**config.mk**
```make
export PLATFORM = sky130hd
export DESIGN_NAME = goose_sprite_renderer
export DESIGN_NICKNAME = d
export VERILOG_FILES = /design/src/rtl/goose_pkg.sv /design/src/rtl/goose_anim_ctrl.sv /design/src/rtl/goose_sprite_renderer.sv
export SDC_FILE = /design/constraint.sdc
export NUM_CORES = 1
export LEC_CHECK = 0
export ABC_AREA = 0
export CAP_MARGIN = 10
export CORE_MARGIN = 1.5
export CORE_UTILIZATION = 43
export CTS_BUF_LIST = sky130_fd_sc_hd__clkbuf_8
export DETAILED_ROUTE_END_ITERATION = 6
export MAX_ROUTING_LAYER = met4
export PLACE_DENSITY = 0.76
export REMOVE_ABC_BUFFERS = 1
export SYNTH_ARGS = -nofsm -noshare
export SYNTH_HDL_FRONTEND = slang
export SYNTH_SLANG_ARGS = --single-unit
```
**constraint.sdc**
```tcl
create_clock -name clk -period 3.5 [get_ports clk]
set_clock_uncertainty 0.1 [all_clocks]
set_input_delay 0.7 -clock clk [delete_from_list [all_inputs] [get_ports clk]]
set_output_delay 0.7 -clock clk [all_outputs]
set_load 0.01 [all_outputs]
```
**src/rtl/goose_pkg.sv**
```systemverilog
// Shared constants and types for the goose sprite renderer.
// Optional feature macro: SPRITE_MIRROR_EN (horizontal flip toggled on each animation wrap).
package goose_pkg;

  localparam int SPRITE_W   = 32;
  localparam int SPRITE_H   = 32;
  localparam int NUM_FRAMES = 4;

  typedef logic [2:0] pal_idx_t;
  typedef logic [5:0] rgb222_t;

  // Index 0 is transparent and never looked up; its slot just mirrors the background.
  localparam rgb222_t BG_COLOR = 6'b01_01_11;
  localparam rgb222_t PALETTE [8] = '{
    6'b01_01_11, 6'b11_11_11, 6'b11_11_00, 6'b11_00_00,
    6'b10_10_10, 6'b11_10_00, 6'b00_00_11, 6'b00_11_00
  };

  typedef enum logic {
    HOLD = 1'b0,
    PLAY = 1'b1
  } anim_state_t;

endpackage

```
**src/rtl/goose_anim_ctrl.sv**
```systemverilog
// Animation sequencer: detects vsync edges, divides them down and steps frame_idx.
// With SPRITE_MIRROR_EN defined a mirror bit toggles each time frame_idx wraps 3->0.
module goose_anim_ctrl
  import goose_pkg::*;
#(
  parameter int FRAME_DIV = 6,
  parameter int SYNC_IDLE = 1
) (
  input  logic       clk,
  input  logic       rst,
  input  logic       vsync_i,
  input  logic       anim_en,
  output logic [1:0] frame_idx_o
`ifdef SPRITE_MIRROR_EN
  ,
  output logic       mirror_o
`endif
);

  localparam logic       IDLE     = 1'(SYNC_IDLE);
  localparam logic [5:0] DIV_LAST = 6'(FRAME_DIV - 1);

  anim_state_t state_q, state_d;
  logic        vs_prev_q, vs_prev_d;
  logic [5:0]  div_q, div_d;
  logic [1:0]  frame_q, frame_d;
  logic        mirror_q, mirror_d;
  logic        vsync_edge;

  // Next-state: run/pause FSM plus vsync-paced divider and frame counter.
  always_comb begin
    state_d    = state_q;
    vs_prev_d  = vsync_i;
    div_d      = div_q;
    frame_d    = frame_q;
    mirror_d   = mirror_q;
    vsync_edge = (vs_prev_q == IDLE) && (vsync_i != IDLE);
    case (state_q)
      HOLD:    if (anim_en)  state_d = PLAY;
      PLAY:    if (!anim_en) state_d = HOLD;
      default: state_d = HOLD;
    endcase
    // Counter only moves on an edge while playing; a pause keeps its value.
    if (vsync_edge && (state_q == PLAY)) begin
      if (div_q >= DIV_LAST) begin
        div_d   = 6'd0;
        frame_d = frame_q + 2'd1;
        if (frame_q == 2'd3) mirror_d = ~mirror_q;
      end else begin
        div_d = div_q + 6'd1;
      end
    end
  end

  // State registers with synchronous reset.
  always_ff @(posedge clk) begin
    if (rst) begin
      state_q   <= HOLD;
      vs_prev_q <= IDLE;
      div_q     <= 6'd0;
      frame_q   <= 2'd0;
      mirror_q  <= 1'b0;
    end else begin
      state_q   <= state_d;
      vs_prev_q <= vs_prev_d;
      div_q     <= div_d;
      frame_q   <= frame_d;
      mirror_q  <= mirror_d;
    end
  end

  assign frame_idx_o = frame_q;
`ifdef SPRITE_MIRROR_EN
  assign mirror_o = mirror_q;
`else
  // Without the flip feature the mirror bit is left for synthesis to remove.
  logic unused_mirror;
  assign unused_mirror = mirror_q;
`endif

endmodule

```
**src/rtl/goose_sprite_renderer.sv**
```systemverilog
// Two-stage sprite renderer: beam position -> LUT address (stage 1) -> palette RGB (stage 2).
// Syncs are delayed by the same two stages. Optional macro: SPRITE_MIRROR_EN.
module goose_sprite_renderer
  import goose_pkg::*;
#(
  parameter int SCALE_LOG2 = 2,
  parameter int FRAME_DIV  = 6,
  parameter int SYNC_IDLE  = 1
) (
  input  logic       clk,
  input  logic       rst,
  input  logic [9:0] hpos,
  input  logic [9:0] vpos,
  input  logic       display_on,
  input  logic       hsync_i,
  input  logic       vsync_i,
  input  logic [9:0] sprite_x,
  input  logic [9:0] sprite_y,
  input  logic       anim_en,
  output logic [4:0] lut_x,
  output logic [4:0] lut_y,
  input  logic [2:0] pixel0,
  input  logic [2:0] pixel1,
  input  logic [2:0] pixel2,
  input  logic [2:0] pixel3,
  output logic [1:0] frame_idx,
  output logic [5:0] rgb,
  output logic       hsync_o,
  output logic       vsync_o
);

  localparam logic              IDLE  = 1'(SYNC_IDLE);
  localparam logic signed [10:0] BOX_W = 11'(SPRITE_W << SCALE_LOG2);
  localparam logic signed [10:0] BOX_H = 11'(SPRITE_H << SCALE_LOG2);

  logic [4:0] lut_x_q, lut_x_d, lut_y_q, lut_y_d;
  logic       in_box_q, in_box_d, disp1_q, disp1_d;
  logic       hs1_q, hs1_d, vs1_q, vs1_d, hs2_q, hs2_d, vs2_q, vs2_d;
  rgb222_t    rgb_q, rgb_d;
  logic signed [10:0] dx, dy;
  logic [4:0] col;
  pal_idx_t   idx;
  logic [1:0] frame_cur;
`ifdef SPRITE_MIRROR_EN
  logic       mirror;
`endif

  goose_anim_ctrl #(
    .FRAME_DIV(FRAME_DIV),
    .SYNC_IDLE(SYNC_IDLE)
  ) u_anim (
    .clk        (clk),
    .rst        (rst),
    .vsync_i    (vsync_i),
    .anim_en    (anim_en),
    .frame_idx_o(frame_cur)
`ifdef SPRITE_MIRROR_EN
    ,
    .mirror_o   (mirror)
`endif
  );

  // Stage 1: sprite-local offset, box test (unsigned-extended so no wrap) and LUT address.
  always_comb begin
    dx       = $signed({1'b0, hpos}) - $signed({1'b0, sprite_x});
    dy       = $signed({1'b0, vpos}) - $signed({1'b0, sprite_y});
    in_box_d = display_on && !dx[10] && (dx < BOX_W) && !dy[10] && (dy < BOX_H);
    col      = dx[SCALE_LOG2 +: 5];
    lut_x_d  = 5'd0;
    lut_y_d  = 5'd0;
    if (in_box_d) begin
`ifdef SPRITE_MIRROR_EN
      lut_x_d = mirror ? (5'd31 - col) : col;
`else
      lut_x_d = col;
`endif
      lut_y_d = dy[SCALE_LOG2 +: 5];
    end
    disp1_d = display_on;
    hs1_d   = hsync_i;
    vs1_d   = vsync_i;
  end

  // Stage 2: pick the active frame's palette index and map to RGB222.
  always_comb begin
    case (frame_cur)
      2'd0:    idx = pixel0;
      2'd1:    idx = pixel1;
      2'd2:    idx = pixel2;
      default: idx = pixel3;
    endcase
    if (!disp1_q)                       rgb_d = 6'd0;
    else if (!in_box_q || idx == 3'd0)  rgb_d = BG_COLOR;
    else                                rgb_d = PALETTE[idx];
    hs2_d = hs1_q;
    vs2_d = vs1_q;
  end

  // Pipeline registers with synchronous reset to idle/blank values.
  always_ff @(posedge clk) begin
    if (rst) begin
      lut_x_q  <= 5'd0;
      lut_y_q  <= 5'd0;
      in_box_q <= 1'b0;
      disp1_q  <= 1'b0;
      hs1_q    <= IDLE;
      vs1_q    <= IDLE;
      hs2_q    <= IDLE;
      vs2_q    <= IDLE;
      rgb_q    <= 6'd0;
    end else begin
      lut_x_q  <= lut_x_d;
      lut_y_q  <= lut_y_d;
      in_box_q <= in_box_d;
      disp1_q  <= disp1_d;
      hs1_q    <= hs1_d;
      vs1_q    <= vs1_d;
      hs2_q    <= hs2_d;
      vs2_q    <= vs2_d;
      rgb_q    <= rgb_d;
    end
  end

  assign lut_x     = lut_x_q;
  assign lut_y     = lut_y_q;
  assign frame_idx = frame_cur;
  assign rgb       = rgb_q;
  assign hsync_o   = hs2_q;
  assign vsync_o   = vs2_q;

endmodule

```
# ---- After elaboration in Yosys (flattened, before gate mapping)
# Memories as Yosys holds them, arrays and structs flattened.
# Index checks and enable logic that the tools add are counted.
dict set report totals {
  word_cells 50
  n_memories 1
  rom_bits 48
  register_bits 31
  in_bits 58
}
dict set report op_classes {
  addsub 4
  muxes 6
  n_eq_ne 2
  n_reduce_logical 16
  n_bitwise 4
  magnitude_cmp 4
}
# name words width rd rd_clocked_by_memory_dff write_ports line
set mem_list {}
lappend mem_list {{(name not given)} 8 6 1 0 0 goose_sprite_renderer.sv:94} ;# else rgb_d = PALETTE[idx];
# op count
set op_table {}
lappend op_table {{11-bit by 9-bit < comparator with 1-bit output (second input constant)} 2}
lappend op_table {{10-bit by 10-bit subtractor with 11-bit output} 2}
lappend op_table {{6-bit 2-to-1 mux} 3}
lappend op_table {{3-bit case mux with 3 select lines} 1}
lappend op_table {{6-bit by 1-bit adder with 6-bit output (second input constant)} 1}
lappend op_table {{6-bit by 3-bit >= comparator with 1-bit output (second input constant)} 1}
lappend op_table {{1-bit logical AND} 6}
lappend op_table {{5-bit 2-to-1 mux} 1}
lappend op_table {{4-bit >= comparator (second input constant)} 1}
lappend op_table {{3-bit NOT with 4-bit output} 1}
lappend op_table {{2-bit OR reduction} 2}
lappend op_table {{1-bit zero test} 3}
lappend op_table {{3-bit zero test} 1}
lappend op_table {{1-bit NOT} 3}
lappend op_table {{3-bit OR reduction} 1}
lappend op_table {{2-bit by 1-bit adder with 2-bit output (second input constant)} 1}
lappend op_table {{2-bit by 1-bit == test with 1-bit output (second input constant)} 1}
lappend op_table {{2-bit == test (second input constant)} 1}
lappend op_table {{2-bit zero test} 1}
lappend op_table {{2-bit AND reduction} 1}
lappend op_table {{1-bit logical OR} 1}
lappend op_table {{1-bit 2-to-1 mux} 1}

# ---- Logic depth before layout (Yosys ltp)
dict set report depth {
  word_depth 8
  mapped_depth 11
  ltp_nobuf 10
}

# ---- Cells and area by module
# A second synthesis with hierarchy kept.
dict set report unflattened {
  hier_cells 251
  area_unflattened_um2 2242.2
}
# mod area_per_inst_um2 n_inst seq_area_each_um2 cells_per_inst
set by_module_without_submodules {}
lappend by_module_without_submodules {goose_sprite_renderer 1770.4 1 440.4 202}
lappend by_module_without_submodules {goose_anim_ctrl 471.7 1 200.2 49}

# ---- Worst setup path after synthesis
# OpenSTA, ideal clock, no wires.
dict set report synth_timing {
  path_type {input-to-reg}
  from {input sprite_x[2]}
  to {register lut_x_q[0] (netlist: lut_x[0])}
  setup_slack_ns 0.824
  required_ns 3.341
  cell_stages 10
  setup_time_ns 0.059
  arrival_time_ns 2.517
  path_cell_list {inv_1 > ha_1 > a21o_1 > a31o_1 > a311oi_1 > or3_1 > o2111ai_1 > nor4_2 > buf_4 > and2_1}
}
dict set report synth_via {
  elab_chain_len 8
}
# item line
set synth_rtl {}
lappend synth_rtl {{start: declaration} goose_sprite_renderer.sv:17} ;# input logic [9:0] sprite_x,
lappend synth_rtl {{10-bit by 10-bit subtractor with 11-bit output (*)} goose_sprite_renderer.sv:65} ;# dx = $signed({1'b0, hpos}) - $signed({1'b0, sprite_x});
lappend synth_rtl {{parallel branches: the longest is 7 deep, another holds 11-bit by 9-bit < comparator with 1-bit output} --}
lappend synth_rtl {{end signal: assignment} goose_sprite_renderer.sv:112} ;# lut_x_q <= lut_x_d;
lappend synth_rtl {{end: declaration} goose_sprite_renderer.sv:36} ;# logic [4:0] lut_x_q, lut_x_d, lut_y_q, lut_y_d;
# Every way passes the cells marked *.
# A chain may end at the register's enable or synchronous reset.

# ---- Worst setup path after layout
dict set report layout_timing {
  from {input sprite_x[2]}
  to {register lut_x_q[4] (netlist: lut_x[4])}
}
# Same word-level chain as after synthesis.

==> run metrics <==
CTS root buffer clkbuf_8; dpl ws 0.178 ns; vias between 1500 and 2000; diode count 0; Main synth FF type dfxtp_1; Placed Area 2850 um^2; clock buffer count from CTS 5; crit path cell chain clkdlybuf4s50_1 -> inv_1 -> ha_1 -> a21o_1 -> a31o_1 -> a311oi_1 -> or3_1 -> o2111ai_1 -> nor4_2 -> buf_4 -> and3_1; Slowest-stage cell, CP clkdlybuf4s50_1; hold buffer count at CTS 0; Tmin final 3.06 ns; gr usage total around 18%; Core Box Area between 4000 and 5000 um^2; ys async rst share 0%; Seq/Total Area, Yosys a little under a third; Power Dens Cells 294 nW/um^2; die width slightly above 70 um; Sink Count 31; cts repair resizes 0; dpl hpwl between 3000 and 4000 um; Total Power approximately 860 uW; Lkg Pwr around 1.3 nW; clock-pin slew on the worst setup and hold paths approximately 0.06 ns; post-synthesis cell count 231; Worst Setup End Kind flop; Synth Warn # 0; largest stage delay on the critical path 0.47 ns; design area around 2900 um^2; Mapped Area slightly above 2000 um^2; Crit path required time 3.61 ns; max-slew violation count 0; CTS tree done; # nets final around 400; commonest non-fill, non-tap cell in the layout clkdlybuf4s50_1; Die Y a little over 70 um; register bit total from synthesis 31; Fmax 0.326 GHz; Final Hold Fails 0; Tcrit/Tclk final a little under 90%; Worst-Skew Late Latency roughly 0.27 ns; Worst Path Arrival 3.18 ns; Fillers ~370; most frequent cells in the layout 77 x clkdlybuf4s50_1, 31 x ha_1, 31 x dfxtp_1; final setup fails 0; Max Fanout on Critical Path 11; Row Count 24; DRT Pass-1 Iters 4; Max-cap violations 0; initial antenna violation count 0; port bufs 77; RSZ-0062 raised after global routing false; Syn Area/Cell just under 9 um^2; number of distinct library cells after synthesis between 40 and 50; DRT Wirelength roughly 4200 um; first-pass GRT wire length 7230 um; number of flops mapped to enable cells by yosys 0; mean routed wirelength per cell ~12 um; Post-CTS Repair Setup Buffers 0; Layout area overhead 45.9%; number of routed nets with antenna violations 0; Setup crit start kind input port; die area 5100 um^2; maximum vdd drop approximately 180 uV; critical path class input port to flop; RD Place Congestion 0.809; transition time of the tightest slew-check pin between 0.6 and 0.7 ns; grt total ovfl 0; slew margin rel. between 50% and 60%; vias in the first global route 1807; drt via density around 5; fraction of layout cells with a size suffix above 1 approximately 6.7%; Post-Route Utilization 66.5%; H-tree levels 2; Post-route DRC 0; initial core utilization approximately 46%; CTS Buffer Depth 2; worst setup margin about 0.44 ns; Iter 0 DRT Violations 84; largest net degree at the start of global routing 12; IO Count 78; HP Class flop to flop; status completed; setup TNS 0 ns
cell type report:
class	count	area, um^2	area share [%]
clock inverters	1	5.00	0.171
multi-input cells	169	1270	43.3
well taps	52	65.1	2.22
flip-flops and latches	31	621	21.1
inverters	28	105	3.58
clock buffers	6	82.6	2.81
repair buffers	79	786	26.8
power breakdown:
group / internal (mW) / total, mW / switching (mW)
sequential: 0.359 / 0.362 / 0.00255
clock: 0.154 / 0.270 / 0.116
combinational: 0.133 / 0.231 / 0.0980
total: 0.646 / 0.862 / 0.216
flip-flops by register name, indices dropped and copies added, names as in the netlist:
signal,count
rgb,6
u_anim.div_q,6
lut_x,5
lut_y,5
u_anim.frame_idx_o,2
disp1_q,1
hs1_q,1
hsync_o,1
in_box_q,1
u_anim.state_q,1
u_anim.vs_prev_q,1
vsync_o,1
metal layers:
metal	track usage, %	part of all wire [%]	vias to the layer above
met1	19.7	43	820
met3	2.39	4.5	6
li1	-	-	971
met4	7.76	1.3	0
met2	31.4	51	56
met5	-	0	-
cell families after synthesis:
| kind of cell | Yosys count | share of synthesized area, % |
|---|---|---|
| AND/OR/NAND/NOR | 68 | 18.6 |
| AO/OA/AOI/OAI | 56 | 19.2 |
| buffers and inverters | 31 | 5.97 |
| adder cells (fa/ha/maj) | 31 | 19.3 |
| flip-flops | 31 | 30.8 |
| XOR/XNOR | 13 | 5.66 |
| multiplexers | 1 | 0.498 |
critical path, delay by kind of cell:
family	cells	cell delay [ns]
AO/OA/AOI/OAI	4	0.94
AND/OR/NAND/NOR	3	0.52
buffers and inverters	3	0.71
adder cells (fa/ha/maj)	1	0.31
metrics by stage:
step | hold WS (ns) | std cells
2_1_floorplan | 0.289 | 228
3_3_place_gp | 0.296 | 359
3_5_place_dp | 0.293 | 359
4_1_cts | 0.308 | 366
5_1_grt | 0.346 | 366
6_report | 0.307 | 366
path summary, 6_finish.rpt:
kind	startpoint	end	slack, ns	cells past startpoint
hold / removal	hs1_q$_SDFF_PP1_	hsync_o$_SDFF_PP1_	0.31	1
hold reg to reg	hs1_q$_SDFF_PP1_	hsync_o$_SDFF_PP1_	0.31	1
setup / recovery	sprite_x[2]	lut_x[4]$_SDFF_PP0_	0.44	11
setup reg to reg	u_anim.frame_idx_o[0]$_SDFFE_PP0P_	rgb[3]$_SDFF_PP0_	1.07	10
cells in the mapped netlist, drive strengths merged, types with 2 or more instances:
cell,instances,area [um^2]
o2111ai,2,17.5
nor2b,4,25.0
a31oi,2,12.5
inv,28,105
nor2,15,56.3
nand2,10,37.5
a31o,2,17.5
a41oi,2,17.5
o21ai,9,45.0
a222oi,3,30.0
xnor2,9,78.8
or3,4,25.0
and2,9,56.3
dfxtp,31,621
nand3b,2,15.0
a21o,2,15.0
nand2b,5,31.3
or2,8,50.1
and3,3,18.8
a21oi,18,90.1
a2111oi,2,23.8
o21a,2,15.0
xor2,4,35.0
clkbuf,2,7.51
ha,31,388
nand3,3,15.0
Note: power is estimated with default switching activity, not from simulation.
